### src/rtl/vga_timing_gen_if.sv
// Raster bus between the VGA timing generator and the screen drawers:
// pixel enable and background colour in, scan position, syncs and colour out.
interface vga_timing_gen_if;
  localparam int unsigned CNT_W = 11;
  localparam int unsigned COL_W = 8;

  logic             pixelEn;
  logic [COL_W-1:0] BG_RGB;
  logic [CNT_W-1:0] pixelX;
  logic [CNT_W-1:0] pixelY;
  logic             hSync;
  logic             vSync;
  logic             blankN;
  logic             startOfFrame;
  logic [COL_W-1:0] red;
  logic [COL_W-1:0] green;
  logic [COL_W-1:0] blue;

  // Timing generator side
  modport master (
    input  pixelEn, BG_RGB,
    output pixelX, pixelY, hSync, vSync, blankN, startOfFrame, red, green, blue
  );

  // Drawer / display side
  modport slave (
    output pixelEn, BG_RGB,
    input  pixelX, pixelY, hSync, vSync, blankN, startOfFrame, red, green, blue
  );
endinterface

### src/rtl/vga_timing_gen.sv
// Raster timing generator and VGA output stage. Stage 1 scans pixelX/pixelY;
// stage 2 registers syncs, blanking and expanded colour one pixel later so they
// line up with the colour the drawers return for that position.
module vga_timing_gen #(
  parameter int unsigned H_ACTIVE = 640,
  parameter int unsigned H_FP     = 16,
  parameter int unsigned H_SYNC   = 96,
  parameter int unsigned H_BP     = 48,
  parameter int unsigned V_ACTIVE = 480,
  parameter int unsigned V_FP     = 10,
  parameter int unsigned V_SYNC   = 2,
  parameter int unsigned V_BP     = 33,
  parameter bit          SYNC_POL = 1'b0
) (
  input  logic            clk,
  input  logic            reset,
  vga_timing_gen_if.master vga
);

  localparam int unsigned CNT_W   = 11;
  localparam int unsigned COL_W   = 8;
  localparam int unsigned H_TOTAL = H_ACTIVE + H_FP + H_SYNC + H_BP;
  localparam int unsigned V_TOTAL = V_ACTIVE + V_FP + V_SYNC + V_BP;

  localparam logic [CNT_W-1:0] H_LAST   = CNT_W'(H_TOTAL - 1);
  localparam logic [CNT_W-1:0] V_LAST   = CNT_W'(V_TOTAL - 1);
  localparam logic [CNT_W-1:0] H_VIS    = CNT_W'(H_ACTIVE);
  localparam logic [CNT_W-1:0] V_VIS    = CNT_W'(V_ACTIVE);
  localparam logic [CNT_W-1:0] HS_START = CNT_W'(H_ACTIVE + H_FP);
  localparam logic [CNT_W-1:0] HS_END   = CNT_W'(H_ACTIVE + H_FP + H_SYNC);
  localparam logic [CNT_W-1:0] VS_START = CNT_W'(V_ACTIVE + V_FP);
  localparam logic [CNT_W-1:0] VS_END   = CNT_W'(V_ACTIVE + V_FP + V_SYNC);

  logic [CNT_W-1:0] x_q;
  logic [CNT_W-1:0] y_q;
  logic             sof_q;
  logic             hs_q;
  logic             vs_q;
  logic             blank_n_q;
  logic [COL_W-1:0] red_q;
  logic [COL_W-1:0] green_q;
  logic [COL_W-1:0] blue_q;

  logic             x_last_c;
  logic             y_last_c;
  logic             active_c;
  logic             hs_c;
  logic             vs_c;
  logic [2:0]       r3_c;
  logic [2:0]       g3_c;
  logic [1:0]       b2_c;

  // Decode of the current stage-1 position and colour field split
  always_comb begin
    x_last_c = 1'b0;
    y_last_c = 1'b0;
    active_c = 1'b0;
    hs_c     = ~SYNC_POL;
    vs_c     = ~SYNC_POL;
    r3_c     = vga.BG_RGB[7:5];
    g3_c     = vga.BG_RGB[4:2];
    b2_c     = vga.BG_RGB[1:0];

    x_last_c = (x_q == H_LAST);
    y_last_c = (y_q == V_LAST);
    active_c = (x_q < H_VIS) && (y_q < V_VIS);
    if ((x_q >= HS_START) && (x_q < HS_END)) hs_c = SYNC_POL;
    if ((y_q >= VS_START) && (y_q < VS_END)) vs_c = SYNC_POL;
  end

  // Stage 1 counters, frame pulse and stage 2 output registers
  always_ff @(posedge clk) begin
    if (reset) begin
      x_q       <= '0;
      y_q       <= '0;
      sof_q     <= 1'b0;
      hs_q      <= ~SYNC_POL;
      vs_q      <= ~SYNC_POL;
      blank_n_q <= 1'b0;
      red_q     <= '0;
      green_q   <= '0;
      blue_q    <= '0;
    end else begin
      // Pulse only on the enabled edge that wraps to (0,0), so it stays one clk wide
      sof_q <= vga.pixelEn && x_last_c && y_last_c;
      if (vga.pixelEn) begin
        if (x_last_c) begin
          x_q <= '0;
          y_q <= y_last_c ? '0 : y_q + CNT_W'(1);
        end else begin
          x_q <= x_q + CNT_W'(1);
        end

        hs_q      <= hs_c;
        vs_q      <= vs_c;
        blank_n_q <= active_c;
        if (active_c) begin
          red_q   <= {r3_c, r3_c, r3_c[2:1]};
          green_q <= {g3_c, g3_c, g3_c[2:1]};
          blue_q  <= {b2_c, b2_c, b2_c, b2_c};
        end else begin
          red_q   <= '0;
          green_q <= '0;
          blue_q  <= '0;
        end
      end
    end
  end

  assign vga.pixelX       = x_q;
  assign vga.pixelY       = y_q;
  assign vga.startOfFrame = sof_q;
  assign vga.hSync        = hs_q;
  assign vga.vSync        = vs_q;
  assign vga.blankN       = blank_n_q;
  assign vga.red          = red_q;
  assign vga.green        = green_q;
  assign vga.blue         = blue_q;

endmodule

### src/flat_wrapper.sv
// flat-port wrapper written by rule: the top's interface ports become plain ports
module vga_timing_gen_flat 
#(
  parameter int unsigned H_ACTIVE = 640,
  parameter int unsigned H_FP     = 16,
  parameter int unsigned H_SYNC   = 96,
  parameter int unsigned H_BP     = 48,
  parameter int unsigned V_ACTIVE = 480,
  parameter int unsigned V_FP     = 10,
  parameter int unsigned V_SYNC   = 2,
  parameter int unsigned V_BP     = 33,
  parameter bit          SYNC_POL = 1'b0
)
  (clk, reset, vga_pixelEn, vga_BG_RGB, vga_pixelX, vga_pixelY, vga_hSync, vga_vSync, vga_blankN, vga_startOfFrame, vga_red, vga_green, vga_blue);
  vga_timing_gen_if vga_i ();
  input  logic clk;
  input  logic reset;
  input wire logic [$bits(vga_i.pixelEn)-1:0] vga_pixelEn;
  input wire logic [$bits(vga_i.BG_RGB)-1:0] vga_BG_RGB;
  output wire logic [$bits(vga_i.pixelX)-1:0] vga_pixelX;
  output wire logic [$bits(vga_i.pixelY)-1:0] vga_pixelY;
  output wire logic [$bits(vga_i.hSync)-1:0] vga_hSync;
  output wire logic [$bits(vga_i.vSync)-1:0] vga_vSync;
  output wire logic [$bits(vga_i.blankN)-1:0] vga_blankN;
  output wire logic [$bits(vga_i.startOfFrame)-1:0] vga_startOfFrame;
  output wire logic [$bits(vga_i.red)-1:0] vga_red;
  output wire logic [$bits(vga_i.green)-1:0] vga_green;
  output wire logic [$bits(vga_i.blue)-1:0] vga_blue;
  assign vga_i.pixelEn = vga_pixelEn;
  assign vga_i.BG_RGB = vga_BG_RGB;
  assign vga_pixelX = vga_i.pixelX;
  assign vga_pixelY = vga_i.pixelY;
  assign vga_hSync = vga_i.hSync;
  assign vga_vSync = vga_i.vSync;
  assign vga_blankN = vga_i.blankN;
  assign vga_startOfFrame = vga_i.startOfFrame;
  assign vga_red = vga_i.red;
  assign vga_green = vga_i.green;
  assign vga_blue = vga_i.blue;
  vga_timing_gen #(.H_ACTIVE(H_ACTIVE), .H_FP(H_FP), .H_SYNC(H_SYNC), .H_BP(H_BP), .V_ACTIVE(V_ACTIVE), .V_FP(V_FP), .V_SYNC(V_SYNC), .V_BP(V_BP), .SYNC_POL(SYNC_POL)) u_core (.clk(clk), .reset(reset), .vga(vga_i));
endmodule
### config.mk
export PLATFORM = sky130hd
export DESIGN_NAME = vga_timing_gen_flat
export DESIGN_NICKNAME = d
export VERILOG_FILES = /design/src/rtl/vga_timing_gen_if.sv /design/src/rtl/vga_timing_gen.sv /design/src/flat_wrapper.sv
export SDC_FILE = /design/constraint.sdc
export NUM_CORES = 1
export LEC_CHECK = 0
export ABC_AREA = 1
export CORE_ASPECT_RATIO = 0.75
export CORE_MARGIN = 2
export CORE_UTILIZATION = 49
export DETAILED_ROUTE_END_ITERATION = 16
export GPL_ROUTABILITY_DRIVEN = 0
export PLACE_DENSITY = 0.94
export SLEW_MARGIN = 10
export SYNTH_ARGS = -nofsm -noshare
export SYNTH_HDL_FRONTEND = slang
export SYNTH_SLANG_ARGS = --single-unit
### constraint.sdc
create_clock -name clk -period 3.4 [get_ports clk]
set_input_delay 0.34 -clock clk [delete_from_list [all_inputs] [get_ports clk]]
set_output_delay 0.34 -clock clk [all_outputs]
set_load 0.01 [all_outputs]
==> impl_results.md <==
* Ratio of cells with drive above 1 in the final layout at 0.09492
* Post-layout min period at 1.759 ns
* H-tree depth at 2
* Mux share of post-synthesis cell area at 0
* Post-Syn Area per Cell at 7.285 µm²
* Slew Limit Headroom at 0.7001
* Dpl hpwl at 3379 µm
* Remaining DRCs at 0
* Initial Util at 0.5033
* Die Span Y at 56.59 µm
* Die width at 74.12 µm
* Clock root cell: clkbuf_8
* Most common cell after layout, fill and taps aside: clkdlybuf4s50_1
* Mapped Cells at 248
* Detailed Routing Iterations Pass 1 at 5
* CTS-repair resized insts at 0
* Endpoints failing setup at 0
* Crit start category: input pin
* Max-slew violation count at 0
* Dpl ws at 1.349 ns
* CTS buffer count at 5
* CTS tree: yes
* Simple-Gate Fraction of Synth Area at 0.3324
* Die area at 4194 µm²
* Number of library cell types mapped by synthesis at 29
* Clock Skews at 0.004927 ns
* Share of the synthesized area in compound gates (AO/OA/AOI/OAI) at 0.1011
* Highest-count cells in the layout ignoring fill and taps: clkdlybuf4s50_1, nand2_1, nor2_1, dfxtp_1, inv_1
* Worst Path Arrival at 1.93 ns
* Post-CTS Setup Bufs at 0
* Global-route wire length before repair at 7348 µm
* Port bufs at 60
* Worst Path Required at 3.57 ns
* Syn_nets at 262
* Post-DRT Antenna Nets at 0
* Cell Rows at 19
* Total Nets Final at 309
* # hold bufs at CTS at 0
* Clock Sinks at 34
* Power per cell area at 364.0 nW/µm²
* Warnings, synthesis at 0
* Grt ovf at 0
* RSZ-0062 raised after global routing: false
* Fin. Hold Viols at 0
* GR Util All Layers at 0.2314
* Maxcap violations at 0
* Clk_lat worst skew at 0.29 ns
* Routed Wire Length at 4613 µm
* Wire length per cell at 13.29 µm
* Area Overhead vs Synth at 34.97%
* CORE AREA at 3590 µm²
* Initial antenna violation count at 0
* Proportion of synthesized chip area in sequential cells at 0.3767
* Period utilization at 0.5175
* Critical-path maximum fanout at 16
* N_diodes at 0
* Fmax at 568.3 MHz
* Via count at 1809
* Synth Area in XOR/XNOR at 0.02424
* Pin count of the biggest net entering global routing at 20
* Setup_tns at 0 ns
* Synth Area in Adders at 0.02078
* Top-level I/O count at 61
* Slew @ Worst Pin at 0.4486 ns
* Cell Area, Synth at 1807 µm²
* Worst-path clk slew at 0.06 ns
* Crit end category: register
* Main combinational cell family by area after synthesis: simple AND/OR/NAND/NOR gates
* Final Worst Setup Slack at 1.641 ns
* Vias per inst at 5.213
* Worst VDD drop at 0.2453 mV
* Worst hold path class: register to register
* Synthesized flop and latch total at 34
* Status: complete, no violations
* P_leak at 0.8602 nW
* WS Path Type: input pin to register
* Vias in the first global route at 1626
* Initial drt markers at 120
* Worst-case clock buffer depth at 2
[final timing paths]
kind	end	startpoint	cells past startpoint	slack, ns
setup / recovery	u_core.vga.pixelY[2]	vga_pixelEn	8	1.64
hold / removal	u_core.vga.hSync	u_core.vga.hSync	2	0.47
setup reg to reg	u_core.vga.pixelY[2]	u_core.vga.pixelX[1]	8	1.76
hold reg to reg	u_core.vga.hSync	u_core.vga.hSync	2	0.47
[worst max-delay path: stages]
cell	delay, ns
clkdlybuf4s50_1	0.67
nand2_2	0.11
nor2_4	0.11
nand3_4	0.18
nor2_1	0.22
inv_1	0.10
nand2_2	0.12
a21oi_1	0.06
[through the flow]
step | hold WS, ns | instance area, µm² | utilization | power, mW | instances
final | 0.4683 | 2439 | 0.6793 | 0.8877 | 347
after global routing | 0.5052 | 2439 | 0.6793 | 0.9208 | 347
after CTS | 0.4700 | 2439 | 0.6793 | 0.8920 | 347
after detailed placement | 0.4534 | 2326 | 0.6480 | 0.5176 | 340
after global placement | 0.4532 | 2326 | 0.6480 | 0.5144 | 340
after floorplan | 0.4900 | 1807 | - | 0.4755 | 248
[cell usage after synthesis]
master,instances,share of area
inv_4,1,0.0035
nor3_1,9,0.025
o21bai_2,1,0.0062
nand2_2,3,0.010
o21ai_1,1,0.0028
nor2_4,2,0.012
inv_2,2,0.0042
ha_1,3,0.021
nand3_1,9,0.025
or2_4,1,0.0048
nor3b_1,2,0.0083
nand4_1,11,0.038
buf_4,16,0.066
dfxtp_1,34,0.38
o211ai_1,1,0.0042
a21oi_1,20,0.055
xor2_1,5,0.024
a21oi_2,1,0.0048
nor2_2,5,0.017
nand3_2,1,0.0055
o21ai_0,10,0.028
clkbuf_1,3,0.0062
buf_6,2,0.012
nor2_1,34,0.071
nand3_4,1,0.0097
inv_1,25,0.052
nor3b_2,1,0.0069
nand2_1,43,0.089
nor3_4,1,0.0090
[layout make-up]
type | instances | area [µm²]
Inverter | 28 | 107.6
Sequential cell | 34 | 680.7
Multi-Input combinational cell | 165 | 864.6
Tap cell | 52 | 65.06
Timing Repair Buffer | 61 | 608.1
Clock buffer | 6 | 82.58
Clock inverter | 1 | 30.03
Fill cell | 306 | 1151
[cell families after synthesis]
kind of cell               Yosys count
xor gates and xnor gates             5
DFF                                 34
adders and majority gates            3
buffers and inverters               49
AOI/OAI and AO/OA                   34
and+or+nand+nor                    123
[power by group]
group / leakage (nW) / switching [mW] / internal [mW] / total (mW)
Combinational: 0.526 / 0.0408 / 0.0522 / 0.0931
Clock: 0.0573 / 0.144 / 0.234 / 0.379
Sequential: 0.277 / 0.00829 / 0.408 / 0.416
Total: 0.860 / 0.193 / 0.694 / 0.888
[per-layer routing]
| layer | track usage | vias to the layer above | wire length (µm) |
|---|---|---|---|
| li1 | - | 884 | - |
| met1 | 0.2942 | 828 | 1957 |
| met2 | 0.3648 | 87 | 2176 |
| met3 | 0.06822 | 10 | 401 |
| met4 | 0.09351 | 0 | 78 |
| met5 | 0 | - | 0 |
[state kept, by name (all words and copies together) (netlist names)]
register	count
u_core.vga.startOfFrame	1
u_core.vga.blankN	1
u_core.vga.hSync	1
u_core.vga.pixelX	11
u_core.vga.green	3
u_core.vga.pixelY	11
u_core.vga.red	3
u_core.vga.blue	2
u_core.vga.vSync	1
Note: power is estimated with default switching activity, not from simulation.
